--- config.mk ---
export PLATFORM = sky130hd
export DESIGN_NAME = dac_scheduler
export DESIGN_NICKNAME = d
export VERILOG_FILES = /design/src/rtl/dac_sched_pkg.sv /design/src/rtl/dac_rr_pick.sv /design/src/rtl/dac_scheduler.sv
export SDC_FILE = /design/constraint.sdc
export NUM_CORES = 1
export LEC_CHECK = 0
export CAP_MARGIN = 20
export CORE_MARGIN = 1.5
export CORE_UTILIZATION = 45
export CTS_CLUSTER_SIZE = 14
export DETAILED_ROUTE_END_ITERATION = 10
export HOLD_SLACK_MARGIN = 0.08
export PLACE_DENSITY = 0.73
export SYNTH_ARGS = -nofsm -noshare
export SYNTH_HDL_FRONTEND = slang
export SYNTH_HIERARCHICAL = 1
export SYNTH_SLANG_ARGS = --single-unit
--- constraint.sdc ---
create_clock -name CLK_50M -period 5.9 [get_ports CLK_50M]
set_input_delay 0.59 -clock CLK_50M [delete_from_list [all_inputs] [get_ports CLK_50M]]
set_output_delay 0.59 -clock CLK_50M [all_outputs]
set_load 0.05 [all_outputs]
--- src/rtl/dac_sched_pkg.sv ---
// Shared definitions for the DAC frame scheduler: FSM encoding, frame
// layout constants and the frame packing helper.
package dac_sched_pkg;

    typedef enum logic [1:0] {
        IDLE      = 2'd0,
        ISSUE     = 2'd1,
        WAIT_ACK  = 2'd2,
        WAIT_DONE = 2'd3
    } sched_state_t;

    localparam int MAX_CH  = 4;
    localparam int CH_W    = 2;
    localparam int CODE_W  = 16;
    localparam int FRAME_W = 32;

    localparam logic [3:0] FRAME_CMD = 4'h3;

    // Frame word: {pad, command, pad, channel, code, pad}
    function automatic logic [FRAME_W-1:0] make_frame(input logic [CH_W-1:0]   ch,
                                                      input logic [CODE_W-1:0] code);
        return {4'h0, FRAME_CMD, 2'b00, ch, code, 4'h0};
    endfunction

endpackage

--- src/rtl/dac_rr_pick.sv ---
// Round-robin picker: returns the first set dirty bit strictly after the
// last served channel, wrapping around and finally considering that channel.
module dac_rr_pick
    import dac_sched_pkg::*;
(
    input  logic [MAX_CH-1:0] dirty,
    input  logic [CH_W-1:0]   last,
    output logic [CH_W-1:0]   next_ch,
    output logic              valid
);

    logic [CH_W-1:0] idx;

    // Scan offsets from farthest to nearest so the nearest dirty channel wins
    always_comb begin
        next_ch = last;
        valid   = 1'b0;
        idx     = last;
        for (int i = MAX_CH; i >= 1; i--) begin
            idx = last + CH_W'(i);
            if (dirty[idx]) begin
                next_ch = idx;
                valid   = 1'b1;
            end
        end
    end

endmodule

--- src/rtl/dac_scheduler.sv ---
// DAC scheduler: holds per-channel shadow codes with dirty bits and streams
// one serializer frame per dirty channel, round-robin, with ack timeout
// recovery. Optional macro DAC_SCHED_PERIODIC_REFRESH_EN re-marks every
// channel dirty each REFRESH_PERIOD cycles.
module dac_scheduler
    import dac_sched_pkg::*;
#(
    parameter int NUM_CH         = 4,
    parameter int ACK_TIMEOUT    = 8,
    parameter int REFRESH_PERIOD = 50_000_000
) (
    input  logic                CLK_50M,
    input  logic                RST,
    input  logic                CH_WE,
    input  logic [CH_W-1:0]     CH_SEL,
    input  logic [CODE_W-1:0]   CH_CODE,
    input  logic                UPDATE_ALL,
    output logic                DAC_WE,
    output logic [FRAME_W-1:0]  DAC_DATA,
    input  logic                DAC_BUSY,
    output logic                SCHED_BUSY,
    output logic                FRAME_DONE,
    output logic                ACK_ERR,
    output logic [CH_W-1:0]     CUR_CH
);

    localparam logic [MAX_CH-1:0] CH_MASK  = MAX_CH'((1 << NUM_CH) - 1);
    localparam logic [15:0]       ACK_LAST = 16'(ACK_TIMEOUT - 1);

    sched_state_t      state, state_next;
    logic [CODE_W-1:0] shadow [MAX_CH];
    logic [MAX_CH-1:0] dirty, dirty_next;
    logic [15:0]       ack_cnt;
    logic              frame_live;
    logic              write_hit;
    logic              refresh_tick;
    logic              pick_go, ack_ok, ack_timeout, done_go, fault;
    logic [CH_W-1:0]   pick_ch;
    logic              pick_valid;

    assign write_hit  = CH_WE && (int'(CH_SEL) < NUM_CH);
    assign SCHED_BUSY = (|dirty) | (state != IDLE);

    dac_rr_pick u_pick (
        .dirty   (dirty),
        .last    (CUR_CH),
        .next_ch (pick_ch),
        .valid   (pick_valid)
    );

`ifdef DAC_SCHED_PERIODIC_REFRESH_EN
    logic [31:0] refresh_cnt;

    // Free-running refresh interval counter
    always_ff @(posedge CLK_50M) begin
        if (RST || refresh_cnt == 32'(REFRESH_PERIOD - 1)) begin
            refresh_cnt <= '0;
        end else begin
            refresh_cnt <= refresh_cnt + 32'd1;
        end
    end

    assign refresh_tick = (refresh_cnt == 32'(REFRESH_PERIOD - 1));
`else
    // Refresh compiled out: only host writes and UPDATE_ALL create work
    assign refresh_tick = 1'b0 && (REFRESH_PERIOD > 0);
`endif

    // State register; reset parks in WAIT_DONE so a pre-reset frame drains
    always_ff @(posedge CLK_50M) begin
        if (RST) begin
            state <= WAIT_DONE;
        end else begin
            state <= state_next;
        end
    end

    // Next-state decode and one-cycle control strobes
    always_comb begin
        state_next  = state;
        pick_go     = 1'b0;
        ack_ok      = 1'b0;
        ack_timeout = 1'b0;
        done_go     = 1'b0;
        fault       = 1'b0;
        case (state)
            IDLE: begin
                if (pick_valid && DAC_BUSY) begin
                    pick_go    = 1'b1;
                    state_next = ISSUE;
                end
            end
            ISSUE: begin
                state_next = WAIT_ACK;
            end
            WAIT_ACK: begin
                if (!DAC_BUSY) begin
                    ack_ok     = 1'b1;
                    state_next = WAIT_DONE;
                end else if (ack_cnt == ACK_LAST) begin
                    ack_timeout = 1'b1;
                    state_next  = IDLE;
                end
            end
            WAIT_DONE: begin
                if (DAC_BUSY) begin
                    done_go    = 1'b1;
                    state_next = IDLE;
                end
            end
            default: begin
                fault      = 1'b1;
                state_next = WAIT_DONE;
            end
        endcase
    end

    // Dirty update; later terms win so a coincident write keeps its bit set
    always_comb begin
        dirty_next = dirty;
        if (pick_go) begin
            dirty_next[pick_ch] = 1'b0;
        end
        if (ack_timeout) begin
            dirty_next[CUR_CH] = 1'b1;
        end
        if (UPDATE_ALL || refresh_tick) begin
            dirty_next = dirty_next | CH_MASK;
        end
        if (write_hit) begin
            dirty_next[CH_SEL] = 1'b1;
        end
    end

    // Shadow codes, frame register, status flags and ack timer
    always_ff @(posedge CLK_50M) begin
        if (RST) begin
            for (int i = 0; i < MAX_CH; i++) begin
                shadow[i] <= '0;
            end
            dirty      <= '0;
            DAC_WE     <= 1'b0;
            DAC_DATA   <= '0;
            FRAME_DONE <= 1'b0;
            ACK_ERR    <= 1'b0;
            CUR_CH     <= CH_W'(NUM_CH - 1);
            ack_cnt    <= '0;
            frame_live <= 1'b0;
        end else begin
            dirty      <= dirty_next;
            DAC_WE     <= pick_go;
            FRAME_DONE <= done_go && frame_live;
            ack_cnt    <= (state == WAIT_ACK) ? ack_cnt + 16'd1 : 16'd0;
            if (write_hit) begin
                shadow[CH_SEL] <= CH_CODE;
            end
            if (pick_go) begin
                DAC_DATA <= make_frame(pick_ch, shadow[pick_ch]);
                CUR_CH   <= pick_ch;
            end
            if (ack_timeout) begin
                ACK_ERR <= 1'b1;
            end
            if (ack_ok) begin
                frame_live <= 1'b1;
            end else if (done_go || fault) begin
                frame_live <= 1'b0;
            end
        end
    end

endmodule
==> summary.txt <==
Cells and area
  • Synth-to-layout area growth: 14.8%
  • Number of diodes added for antenna fixing: 0
  • Non-Filler Instances: 610
  • Fraction of layout instances using a drive strength above 1: 0.103
  • Nets@finish: 493

Die
  • IO Pins: 61
  • Overall die height: 106 um
  • DIE AREA: 11300 um^2
  • Die X-Extent: 106 um
  • Initial core utilization: 0.465
  • Floorplan row count: 37
  • Total core area: 10400 um^2

Outcome
  • Run status: finished clean

Routing
  • Routed wire length: 9460 um
  • Post-detailed-route wirelength per cell: 15.5 um
  • Vias post-DR: 3174
  • DR pass1 iterations: 5
  • First-iteration detailed-routing DRC count: 186
  • Topmost layer with routed signal wires: met4
  • Via density: 5.20
  • Met1 routed wirelength after detailed routing: 3920 um
  • Wire length on met3: 506 um
  • Sum of met2 wire segment lengths after detailed routing: 4820 um
  • Post-detailed-route count of antenna-violating nets: 0
  • Number of design rule violations left after detail routing: 0

Hold path
  • Class of the worst hold path: reg -> reg

Clocking
  • CTS Buffer Depth: 2
  • CTS Sinks: 111
  • CTS HTree Levels: 3
  • Clk slew on worst S/H paths: 100 ps
  • Number of gates resized after cts: 0
  • CTS tree: yes
  • TritonCTS buffer count: 9
  • Worst-Skew Late Latency: 380 ps
  • # hold bufs at CTS: 0
  • Cell at the root of the clock tree: sky130_fd_sc_hd__clkbuf_8
  • Post CTS Setup Buffer Count: 0

Power
  • P_sw: 386 uW
  • Internal power of the cells: 1110 uW
  • P per Cell Area: 270 nW/um^2
  • Leak Pwr: 0.00197 uW
  • Clock share of power: 0.300
  • Part of the power in registers: 0.588
  • Switching power share of the total: 0.258
  • Largest vdd supply drop: 0.000179 V
  • Combinational Power Share: 0.112

Synth
  • Commonest cells in the netlist: 69 x sky130_fd_sc_hd__nor2_1, 64 x sky130_fd_sc_hd__edfxtp_1, 64 x sky130_fd_sc_hd__nand2_1, 47 x sky130_fd_sc_hd__dfxtp_1, 30 x sky130_fd_sc_hd__a21oi_1
  • Yosys warning total: 22
  • Share of synthesized flip-flops with an asynchronous set or reset: 0
  • Mean post-synth cell area: 11.2 um^2
  • Register area share after synthesis: 0.594
  • Distinct cell type count of the synthesized netlist: 50
  • Area of the mapped netlist: 4820 um^2
  • Largest cells by area after synthesis: sky130_fd_sc_hd__edfxtp_1 40%, sky130_fd_sc_hd__dfxtp_1 20%, sky130_fd_sc_hd__mux4_2 7.5%, sky130_fd_sc_hd__nor2_1 5.4%, sky130_fd_sc_hd__nand2_1 5.0%
  • Main flop type after synthesis: sky130_fd_sc_hd__edfxtp_1
  • Synthesis-stage register bit count: 111
  • Synthesized instance count: 432
  • Most frequent cell after synthesis: sky130_fd_sc_hd__nor2_1
  • Area share of the largest cell type after synthesis: 0.399
  • Library cell occupying the most area in the post-synthesis netlist: sky130_fd_sc_hd__edfxtp_1
  • EDFF count, synth: 64

Worst setup path
  • CP required: 5310 ps
  • Worst Path Max Fanout: 6
  • Worst path buffer plus inverter count: 1
  • Max incr delay on CP: 710 ps
  • Crit end category: output pin
  • Worst path slowest cell: sky130_fd_sc_hd__clkdlybuf4s50_1
  • Data arrival time of the critical path: 1880 ps
  • Cell family with the largest share of critical-path delay: buffers and inverters
  • List of cells traversed by the critical path: nor4_1 -> nand2_1 -> clkdlybuf4s50_1
  • Startpoint type of the worst setup path: flip-flop
  • Critical path start-end classification: reg -> out

Timing
  • Part of the cycle the worst path needs: 0.418
  • Post-Route Setup TNS: 0 ps
  • Transition at the pin with the smallest max-transition slack: 786 ps
  • WHS: 464 ps
  • Unrepaired setup endpoints after global routing: false
  • Post-Route Skew: 11.1 ps
  • Number of endpoints failing setup at the final stage: 0
  • Shortest period the worst path allows: 2470 ps
  • Headroom to the max-slew limit: 0.476
  • Final Max Tran Viols: 0
  • Number of hold-slack violations in the final timing report: 0
  • Top achievable clock speed: 405 MHz

Global route
  • Number of global-route vias before repair: 3137
  • Maximum number of pins on one net before global-route repair: 39
  • Initial antenna violation count: 0
  • Overall global routing resource usage: 0.182
  • Global-route wire length before repair: 15600 um
  • Total overflow reported by the global router: 0

Place
  • Placed cell count: 594
  • Placer congestion estimate: 0.756
  • Post-DP HPWL: 6290 um
  • Number of buffers added on ports: 48

Job
  • Total of max-cap violations: 0
[routing by layer]
metal / GRT usage / vias to the layer above
li1: - / 1541
met1: 0.219 / 1528
met2: 0.311 / 89
met3: 0.0405 / 16
met4: 0.0848 / 0
met5: 0 / -
[state kept, by name (all words and copies together) (netlist names)]
register    count
CUR_CH          2
state           2
dirty           4
DAC_WE          1
frame_live      1
DAC_DATA       19
FRAME_DONE      1
ACK_ERR         1
shadow         64
ack_cnt        16
[through the flow]
stage                      util  power, uW  cell area, um^2  worst slack, ps
after detailed placement  0.515       1060             5340             3430
after global routing      0.534       1550             5530             3230
after global placement    0.515       1060             5340             3480
after floorplan               -       1020             4860             3520
after CTS                 0.534       1500             5530             3420
final                     0.534       1490             5530             3430
[cell type report]
type / count / area (um^2)
flip-flops and latches: 111 / 2860
multi-input cells: 271 / 1710
clock inverters: 6 / 56.3
clock buffers: 10 / 138
inverters: 24 / 90.1
repair buffers: 52 / 510
fillers: 899 / 4840
well taps: 136 / 170
[power by group through the flow]
stage                     Clock [uW]  Combinational (uW)  Sequential (uW)
after floorplan                    0                 124              895
after global placement             0                 166              893
after detailed placement           0                 169              895
after CTS                        458                 169              877
after global routing             487                 182              882
final                            448                 167              877
[worst reg2reg max path, stage by stage, from the launching register on]
cell and delay, ps:
sky130_fd_sc_hd__dfxtp_1 500, sky130_fd_sc_hd__inv_1 120, sky130_fd_sc_hd__o22ai_1 160, sky130_fd_sc_hd__a221o_1 510, sky130_fd_sc_hd__buf_4 360, sky130_fd_sc_hd__mux4_2 540, sky130_fd_sc_hd__nand2_1 90, sky130_fd_sc_hd__a21oi_1 60
[placed cells by master, fill, tap and decap left out, types with 5 or more instances in the layout]
cell,instances
sky130_fd_sc_hd__dfxtp_1,47
sky130_fd_sc_hd__mux4_2,16
sky130_fd_sc_hd__edfxtp_1,64
sky130_fd_sc_hd__clkdlybuf4s50_1,48
sky130_fd_sc_hd__a21oi_1,30
sky130_fd_sc_hd__xnor2_1,7
sky130_fd_sc_hd__nor2b_1,5
sky130_fd_sc_hd__nor3_1,7
sky130_fd_sc_hd__nand2_1,64
sky130_fd_sc_hd__inv_1,24
sky130_fd_sc_hd__nand4_1,5
sky130_fd_sc_hd__clkbuf_8,10
sky130_fd_sc_hd__nor2_1,69
sky130_fd_sc_hd__conb_1,12
[worst paths after layout]
kind	start	endpoint	slack, ps	cells past startpoint
setup / recovery	dirty[1]$_SDFF_PP0_	SCHED_BUSY	3430	3
hold / removal	DAC_DATA[7]$_SDFFE_PP0N_	DAC_DATA[7]$_SDFFE_PP0N_	460	2
setup reg to reg	CUR_CH[0]$_SDFFE_PP1N_	DAC_DATA[9]$_SDFFE_PP0N_	3440	7
hold reg to reg	DAC_DATA[7]$_SDFFE_PP0N_	DAC_DATA[7]$_SDFFE_PP0N_	460	2
[cell families after synthesis]
kind of cell / synth area share
buffers and inverters: 0.0605
XOR/XNOR: 0.0200
AND/OR/NAND/NOR: 0.183
adder cells (fa/ha/maj): 0.00260
multiplexers: 0.0769
flip-flops: 0.594
AO/OA/AOI/OAI: 0.0623
other: 0.000778
Note: power is estimated with default switching activity, not from simulation.
